File: src/rtl/alu_arbiter.sv
// Two-requester front end for a shared 16-bit ALU: arbitrates, issues one operation
// at a time and returns the result through a valid/ready response port.
module alu_arbiter #(
    parameter int FIXED_PRIO = 0
) (
    input  logic        clk,
    input  logic        rst,
    input  logic        req0_valid,
    output logic        req0_ready,
    input  logic [15:0] req0_a,
    input  logic [15:0] req0_b,
    input  logic        req0_imm,
    input  logic [15:0] req0_imm_val,
    input  logic [3:0]  req0_func,
    input  logic        req1_valid,
    output logic        req1_ready,
    input  logic [15:0] req1_a,
    input  logic [15:0] req1_b,
    input  logic        req1_imm,
    input  logic [15:0] req1_imm_val,
    input  logic [3:0]  req1_func,
    output logic [15:0] alu_a,
    output logic [15:0] alu_b,
    output logic [15:0] alu_imm_val,
    output logic        alu_imm,
    output logic [3:0]  alu_func,
    input  logic [15:0] alu_out,
    input  logic [7:0]  alu_status,
    output logic        rsp_valid,
    input  logic        rsp_ready,
    output logic        rsp_id,
    output logic [15:0] rsp_data,
    output logic [7:0]  rsp_status,
    output logic        busy,
    output logic [15:0] ops_done
);
    typedef enum logic [1:0] {IDLE, EXEC, RESP} state_t;

    state_t state;
    logic   last_grant;
    logic   grant0;
    logic   grant1;

    // Grant is combinational so the requester sees ready in the same cycle it is captured.
    always_comb begin
        grant0 = 1'b0;
        grant1 = 1'b0;
        if (!rst && state == IDLE) begin
            if (req0_valid && req1_valid) begin
                if (FIXED_PRIO != 0 || last_grant)
                    grant0 = 1'b1;
                else
                    grant1 = 1'b1;
            end else begin
                grant0 = req0_valid;
                grant1 = req1_valid;
            end
        end
    end

    assign req0_ready = grant0;
    assign req1_ready = grant1;

    always_ff @(posedge clk) begin
        if (rst) begin
            state       <= IDLE;
            last_grant  <= 1'b1;
            alu_a       <= '0;
            alu_b       <= '0;
            alu_imm_val <= '0;
            alu_imm     <= 1'b0;
            alu_func    <= '0;
            rsp_valid   <= 1'b0;
            rsp_id      <= 1'b0;
            rsp_data    <= '0;
            rsp_status  <= '0;
            busy        <= 1'b0;
            ops_done    <= '0;
        end else begin
            case (state)
                IDLE: begin
                    if (grant0 || grant1) begin
                        if (grant1) begin
                            alu_a       <= req1_a;
                            alu_b       <= req1_b;
                            alu_imm     <= req1_imm;
                            alu_imm_val <= req1_imm_val;
                            alu_func    <= req1_func;
                        end else begin
                            alu_a       <= req0_a;
                            alu_b       <= req0_b;
                            alu_imm     <= req0_imm;
                            alu_imm_val <= req0_imm_val;
                            alu_func    <= req0_func;
                        end
                        rsp_id     <= grant1;
                        last_grant <= grant1;
                        busy       <= 1'b1;
                        state      <= EXEC;
                    end
                end
                EXEC: begin
                    rsp_data   <= alu_out;
                    rsp_status <= alu_status;
                    rsp_valid  <= 1'b1;
                    state      <= RESP;
                end
                RESP: begin
                    if (rsp_ready) begin
                        rsp_valid <= 1'b0;
                        busy      <= 1'b0;
                        ops_done  <= ops_done + 16'd1;
                        state     <= IDLE;
                    end
                end
                default: state <= IDLE;
            endcase
        end
    end
endmodule

File: config.mk
export PLATFORM = sky130hd
export DESIGN_NAME = alu_arbiter
export DESIGN_NICKNAME = d
export VERILOG_FILES = /design/src/rtl/alu_arbiter.sv
export SDC_FILE = /design/constraint.sdc
export NUM_CORES = 1
export LEC_CHECK = 0
export CORE_MARGIN = 2
export CORE_UTILIZATION = 41
export CTS_CLUSTER_SIZE = 8
export DETAILED_ROUTE_END_ITERATION = 8
export PLACE_DENSITY = 0.86
export SETUP_SLACK_MARGIN = 0.15
export SYNTH_ARGS = -nofsm -noshare
export SYNTH_HDL_FRONTEND = slang
export SYNTH_SLANG_ARGS = --single-unit
File: constraint.sdc
create_clock -name clk -period 3.6 [get_ports clk]
set_input_delay 0.36 -clock clk [delete_from_list [all_inputs] [get_ports clk]]
set_output_delay 0.36 -clock clk [all_outputs]
set_load 0.05 [all_outputs]
== Yosys cells after proc, flatten, opt, wreduce, memory -nomap -nowiden ==
Cells that the tools add are included.

* Register bits after elaboration: 99
* Output and inout port bits: 98
* Word-level logic and storage cells: 48
* Input bits: 135

* Reduce and logical (&&, ||, !) cells: 12
* Muxes and demuxes: 18
* Eq/ne operators: 4
* Add/sub/neg operators: 1

{| class="wikitable"
|+ Operators with widths
! operator !! number
|-
| $mux 16 || 3
|-
| $add 16x1->16 const B || 1
|-
| $mux 1 || 9
|-
| $reduce_and 2->1 || 4
|-
| $pmux 2 s3 || 1
|-
| $mux 2 || 2
|-
| $mux 4 || 1
|-
| $pmux 1 s2 || 2
|-
| $reduce_bool 2->1 || 2
|-
| $reduce_and 3->1 || 1
|-
| $eq 2x1->1 const B || 1
|-
| $eq 2x2->1 const B || 1
|-
| $logic_and 1x1->1 || 2
|-
| $logic_not 2->1 || 1
|-
| $ne 2x1->1 const B || 1
|-
| $ne 2x2->1 const B || 1
|-
| $logic_not 1->1 || 1
|-
| $logic_or 1x1->1 || 1
|}

== Longest topological paths before layout ==
Gate-level depths: netlist (run 1).

* Word-level depth: 6
* Gate-level depth with buffers: 6
* Depth with buffers taken out: 5

== Worst setup path after synthesis (run 1) ==
No wires, ideal clock.

* Path type: reg-to-reg
* Start: register ops_done[3]
* End: register ops_done[14]
* Arrival time: 1.808 ns
* Cell stages (with the launch flop): 5
* Required time: 3.477 ns
* Path buffers: 0
* Setup slack: 1.669 ns
* Period minus slack after synthesis: 1.931 ns
* Cells stage by stage: dfxtp_1 nand4_2 nor3_1 and3_1 mux2_1

* Longest elaborated chain between the ends: 1

{| class="wikitable"
|+ RTL lines
! item !! RTL line !! RTL
|-
| start, declared || 35 || <nowiki>output logic [15:0] ops_done</nowiki>
|-
| start signal, assigned || 112 || <nowiki>ops_done <= ops_done + 16'd1;</nowiki>
|-
| $add 16x1->16 || 112 ||
|}

Every way passes these cells.
A chain may end at the register's enable or synchronous reset.

== Worst setup path after layout (run 1) ==
* Start: input rst
* End: register alu_imm_val[12]

* Longest elaborated chain between the ends: 5

{| class="wikitable"
|+ RTL lines
! item !! RTL line !! RTL
|-
| start, declared || 7 || <nowiki>input logic rst,</nowiki>
|-
| $logic_not 1->1 || 48 || <nowiki>if (!rst && state == IDLE) begin</nowiki>
|-
| $logic_and 1x1->1 || 48 ||
|-
| $mux 1 || 48 ||
|-
| $logic_or 1x1->1 || 82 || <nowiki>if (grant0 || grant1) begin</nowiki>
|-
| $reduce_and 2->1 (no source line) || n/a ||
|-
| end signal, assigned || 87 || <nowiki>alu_imm_val <= req1_imm_val;</nowiki>
|-
| end signal, assigned || 93 || <nowiki>alu_imm_val <= req0_imm_val;</nowiki>
|-
| end, declared || 24 || <nowiki>output logic [15:0] alu_imm_val,</nowiki>
|}

Several ways; a longest one is shown, not always the timed one.

==> reports/metrics.csv, run 1 <==
stage,metric,value,unit
run_status,status,"complete, no violations",
clock_network,cts_root_buf,clkbuf_8,
critical_path,ff2ff_setup_slack,1.48,ns
grt,overflow,0,
pwr,clkPwrFrac,0.281,
layout,final_util,0.684,
pwr,vdd_drop_max,212,uV
placement,dp_hpwl,9.16,mm
layout,num-nets-final,851,
layout,final_common_cell,clkdlybuf4s50_1,
timing,min_period,2.14,ns
grt,grtUsageTotal,0.225,
timing,max_freq,468,MHz
pwr,pwr-share-comb,0.287,
clock_network,cts.sinks,99,
critical_path,crit_family,buffers and inverters,
layout,finalNonFillerCells,853,
clock_network,worstSkewPairLatency,0.38,ns
min_path,min_to,rsp_data[14],
critical_path,arrival,2.43,ns
synth,syn_area,4050,um^2
clock_network,cts_tree,done,
die,die_w,103,um
timing,drv_slew,0,
synth,ys_seq_elements,99,
clock_network,cts_buffers,9,
critical_path,cp_max_fo,60,
pwr,leakage,2.52,nW
run,drv_cap,0,
route,vias,4333,
critical_path,cp_cell_sequence,clkdlybuf4s50_1 > nor3_4 > o21ai_1 > inv_2 > buf_12 > o21ai_0 > a31oi_1,
clock_network,holdBufCountCts,0,
timing,finalSetupViolCount,0,
min_path,hp-class,register to register,
timing,period_share,0.594,
clock_network,clk_path_buf_depth,2,
pwr,cellPowerDensity,427,nW/um^2
die,fp.dieArea,10700,um^2
critical_path,critical_path_class,primary input to register,
layout,layout-drive-gt1-share,0.0500,
critical_path,path_buf_inv,3,
timing,skew,0.0119,ns
die,rows,36,
route,drc,0,
clock_network,clk_pin_slew,0.10,ns
layout,register_area,1980,um^2
critical_path,max_stage_delay,0.52,ns
pwr,p_sw_frac,0.329,
min_path,hp-start,rsp_data[14],
timing,setup_slack,1.46,ns
grt,antenna_found_initial,0,
synth,yosys_warnings,0,
route,wl_per_cell,14.5,um
placement,gp_congestion,0.818,
pwr,pwr-share-seq,0.432,
synth,ys_types,41,
critical_path,worstReg2RegEnd,alu_imm_val[12],
grt,grt_pass1_wl,18.9,mm
critical_path,worstSetupEndpointType,register,
timing,slew_headroom,0.403,
layout,area_delta_synth_final,63.9,%
timing,final-hold-violation-count,0,
placement,post-place-cells,837,
critical_path,timing.rr.start,state[1],
critical_path,slowest_stage,inv_2,
synth,syn_inst,506,
route,routed_wl,12.4,mm
timing,fin_hold_ws,0.459,ns
placement,port_buffers,232,
route,drtAntennaViolNets,0,
timing,fin_setup_tns,0,ns
clock_network,cts_resized,0,
clock_network,post-cts-setup-buffer-count,0,
synth,avgSynthCellArea,7.99,um^2
die,boundaryPins,233,
route,drt_iter0_markers,154,
die,die_y,103,um
critical_path,r2r_cells,6,
layout,antenna_cells,0,
pwr,intPower,1.90,mW
placement,detailedPlace.worstSlack,1.10,ns
die,core_area,9680,um^2
grt,grt_pass1_vias,4181,
layout,multi_input_area,1860,um^2
min_path,min_path_cells,2,
timing,worst-slew-pin-transition,0.896,ns
synth,synth_nets,642,
clock_network,htree_levels,3,
layout,fill_cells,770,
die,start_util,0.418,
critical_path,crit_path_start_kind,primary input,
pwr,p_sw,932,uW
synth,synth-seq-area-share,0.490,
grt,grt_max_degree,61,
layout,final_cell_mix,"clkdlybuf4s50_1, nand2_1, dfxtp_1, o21ai_0, a31oi_1",
critical_path,cp.required,3.89,ns
route,dr.pass1.iters,5,
timing,rsz0062_at_grt,no,
route,viasPerCell,5.08,
-- cell type report --
cell class / count / share of cell area
Clock inverter: 7 / 0.0149
Clock buffer: 9 / 0.0187
Timing Repair Buffer: 237 / 0.359
Sequential cell: 99 / 0.299
Tap cell: 133 / 0.0251
Multi-Input combinational cell: 363 / 0.280
Inverter: 5 / 0.00302
-- metrics by stage --
stage	cell area, um^2	power, mW
floorplan	4050	1.71
global placement	6410	2.05
detailed placement	6410	2.06
CTS	6630	2.85
global route	6630	2.94
finish	6630	2.83
-- tightest hold or removal path: cells and delay by family (launching register included) --
| family | cells | cell delay [ns] |
|---|---|---|
| compound gates | 1 | 0.05 |
| flops | 1 | 0.32 |
| simple gates | 1 | 0.05 |
-- synthesized netlist by cell type --
library cell	count	share of area
nand4_2	1	0.0031
ha_1	1	0.0031
or3b_2	1	0.0022
nand4_1	1	0.0015
nor3_1	3	0.0037
a41o_1	1	0.0025
nor3_4	1	0.0040
nor2b_1	2	0.0031
a311oi_1	1	0.0022
a31o_2	1	0.0022
buf_1	2	0.0019
xor2_1	3	0.0065
nor4_4	2	0.011
clkinv_2	1	0.0012
and2_1	1	0.0015
nor4_2	2	0.0062
xnor2_1	8	0.017
nand3_4	1	0.0043
buf_4	2	0.0037
and4b_1	1	0.0025
inv_1	3	0.0028
nor2_1	19	0.018
a21oi_1	28	0.035
o21ai_0	53	0.066
a31o_1	1	0.0022
nand2b_1	2	0.0031
inv_2	1	0.00093
nand3_1	7	0.0087
nand3b_4	1	0.0049
buf_2	19	0.024
mux2i_1	1	0.0025
and3_1	3	0.0046
buf_6	1	0.0028
nand2_1	160	0.15
mux2_2	1	0.0028
clkbuf_1	15	0.014
and2b_1	1	0.0019
a31oi_1	53	0.082
dfxtp_1	99	0.49
o21ai_1	1	0.0012
mux2_1	1	0.0028
-- flip-flops by register name, summed over array words and instances, names as in the netlist --
register     count
alu_a           16
alu_b           16
alu_imm_val     16
ops_done        16
rsp_data        16
rsp_status       8
alu_func         4
state            2
alu_imm          1
busy             1
last_grant       1
rsp_id           1
rsp_valid        1
-- routing by layer --
| layer | vias up | wire length [um] | GRT usage |
|---|---|---|---|
| li1 | 2138 | - | - |
| met1 | 2000 | 4800 | 0.250 |
| met2 | 163 | 6250 | 0.401 |
| met3 | 32 | 923 | 0.0504 |
| met4 | 0 | 401 | 0.120 |
| met5 | - | 0 | 0 |
-- worst max-delay path by stage --
stage	start	to	slack, ns	cells after the start
floorplan	ops_done[3]	ops_done[14]	1.67	4
global placement	rst	alu_b[2]	1.20	7
detailed placement	rst	alu_imm_val[12]	1.10	7
CTS	rst	req1_ready	1.50	5
global route	rst	alu_imm_val[12]	1.25	7
finish	rst	alu_imm_val[12]	1.46	7
-- power groups by stage --
stage	clock (mW)	combinational (mW)	sequential (mW)
after floorplan	0	0.192	1.52
after global placement	0	0.801	1.24
after detailed placement	0	0.814	1.25
after CTS	0.809	0.817	1.22
after global routing	0.845	0.863	1.23
final	0.796	0.813	1.22
-- cells by family (layout without fill, tap and decap cells) --
family                     count (synthesis)  in the layout  synth area share
and+or+nand+nor                          209            209             0.232
AOI/OAI and AO/OA                        139            139             0.192
DFF                                       99             99             0.490
buffers and inverters                     44            258            0.0507
xor gates and xnor gates                  11             11            0.0238
muxes                                      3              3           0.00804
adders and majority gates                  1              1           0.00309
Note: power is estimated with default switching activity, not from simulation.
==> run 2, diff against run 1 <==
- CORE_UTILIZATION: 41 -> 34
- PLACE_DENSITY: 0.86 -> 0.76
- clock period: 3.6 -> 1.9 ns (I/O delays scaled with it)
==> reports/metrics.csv, run 2 (synthesis gave the netlist of run 1 again) <==
stage,metric,value,unit,change
placement,port_buffers,232,,unchanged
die,die_y,113,um,+9.4%
layout,final_cell_mix,"clkdlybuf4s50_1, nand2_1, dfxtp_1, o21ai_0, a31oi_1",,
critical_path,worstSetupEndpointType,output pin,,
clock_network,clk_pin_slew,0.07,ns,-0.03 ns
timing,min_period,1.71,ns,
route,routed_wl,12.7,mm,+2.3%
layout,layout-drive-gt1-share,0.0727,,+0.0227
layout,final_common_cell,clkdlybuf4s50_1,,
route,drc,16,,+16
clock_network,cts_buffers,9,,unchanged
route,vias,4315,,-0.42%
run_status,violations,design-rule violations,,
route,drt_iter0_markers,267,,+73%
min_path,hp-class,primary input to register,,
critical_path,slowest_stage,clkdlybuf4s50_1,,
clock_network,cts.sinks,99,,unchanged
critical_path,cp.required,1.71,ns,-2.18 ns
timing,worst-slew-pin-transition,0.820,ns,-0.0763 ns
die,boundaryPins,233,,unchanged
grt,grtUsageTotal,0.195,,-0.0302
placement,dp_hpwl,9.34,mm,+1.9%
route,drtAntennaViolNets,0,,unchanged
die,fp.dieArea,12800,um^2,+20%
grt,grt_pass1_vias,4126,,-1.3%
layout,antenna_cells,0,,unchanged
grt,grt_max_degree,57,,-6.6%
die,rows,39,,+8.3%
critical_path,path_buf_inv,1,,-2
layout,num-nets-final,860,,+1.1%
run,drv_cap,0,,unchanged
route,wl_per_cell,14.5,um,about the same
critical_path,cp_cell_sequence,clkdlybuf4s50_1,,
layout,area_delta_synth_final,70.4,%,
critical_path,crit_path_start_kind,register,,
critical_path,cp_max_fo,4,,-93%
clock_network,cts_tree,done,,
die,die_w,113,um,+9.4%
pwr,leakage,2.77,nW,+9.7%
grt,grt_pass1_wl,20.3,mm,+7.4%
timing,finalSetupViolCount,0,,unchanged
clock_network,worstSkewPairLatency,0.33,ns,-0.05 ns
timing,period_share,0.901,,
pwr,cellPowerDensity,849,nW/um^2,+99%
critical_path,critical_path_class,register to output pin,,
layout,fill_cells,1027,,+33%
timing,slew_headroom,0.454,,+0.0509
timing,fin_setup_tns,0,ns,unchanged
critical_path,max_stage_delay,0.82,ns,+0.30 ns
critical_path,arrival,1.52,ns,-0.91 ns
placement,place_area,6570,um^2,+2.5%
die,core_area,11500,um^2,+19%
timing,rsz0062_at_grt,no,,
clock_network,htree_levels,3,,unchanged
grt,antenna_found_initial,1,,+1
timing,final-hold-violation-count,0,,unchanged
clock_network,clk_path_buf_depth,2,,unchanged
route,dr.pass1.iters,7,,+2
route,viasPerCell,4.95,,-2.6%
pwr,power,5.85,mW,+110%
clock_network,cts_root_buf,clkbuf_16,,
timing,drv_slew,0,,unchanged
timing,max_freq,584,MHz,
layout,final_area,6890,um^2,+4.0%
timing,skew,0.00580,ns,-0.00613 ns
placement,gp_congestion,0.807,,-1.3%
pwr,vdd_drop_max,357,uV,+69%
die,start_util,0.351,,-0.0664
grt,overflow,0,,unchanged
critical_path,crit_family,buffers and inverters,,
clock_network,holdBufCountCts,0,,unchanged
run_status,status,"complete, but fails checks",,
==> run 2: cell types whose count changed in the layout (fill, tap and decap cells not counted), sizes merged <==
cell / previous run / this run
dlymetal6s2s: 0 / 5
clkdlybuf4s50: 230 / 216
buf: 7 / 17
clkinvlp: 1 / 0
dlygate4sd2: 0 / 8
clkbuf: 9 / 10
==> run 2: where the power goes <==
group          internal (mW)  leakage, nW  switching (mW)  total, mW
Sequential              2.23        0.816          0.0825       2.32
Clock                   1.16        0.157           0.790       1.95
Combinational          0.655         1.79           0.929       1.58
Total                   4.05         2.77            1.80       5.85
==> run 2: path summary, 6_finish.rpt <==
kind                 start             to  slack (ns)  cells after the start
min            alu_out[15]   rsp_data[15]        0.40                      3
max reg2reg       state[1]       alu_b[0]        0.33                      5
max            ops_done[5]    ops_done[5]        0.19                      1
min reg2reg  rsp_status[3]  rsp_status[3]        0.46                      2
==> run 2: per-stage QoR <==
stage	util	instances	hold slack [ns]	setup WS (ns)
6_report	0.598	872	0.395	0.188
5_1_grt	0.598	872	0.405	0.150
4_1_cts	0.597	872	0.384	0.156
3_5_place_dp	0.570	856	0.449	0.0839
3_3_place_gp	0.570	856	0.441	0.159
2_1_floorplan	-	506	0.326	0.119
==> run 2: layout make-up <==
class / instances / area (um^2) / area share
clock inverter: 6 / 87.6 / 0.0127
sequential: 99 / 1990 / 0.289
tap: 143 / 179 / 0.0260
multi-input combinational: 363 / 1860 / 0.270
clock buffer: 10 / 229 / 0.0332
inverter: 5 / 23.8 / 0.00345
timing repair buffer: 246 / 2520 / 0.366
==> run 2: repair_timing <==
action / in CTS / in global routing
endpoints found under the setup margin: 9 / 6
buffers inserted: 0 / 0
pin swaps: 0 / 1
gates resized for setup: 9 / 6
==> run 2: layer usage <==
layer  global-route usage  up-vias  wire length, um
met5                    0        -               13
met4               0.0463        2               91
met3               0.0621       10             1140
met2                0.339      169             6100
met1                0.235     1975             5300
li1                     -     2159                -
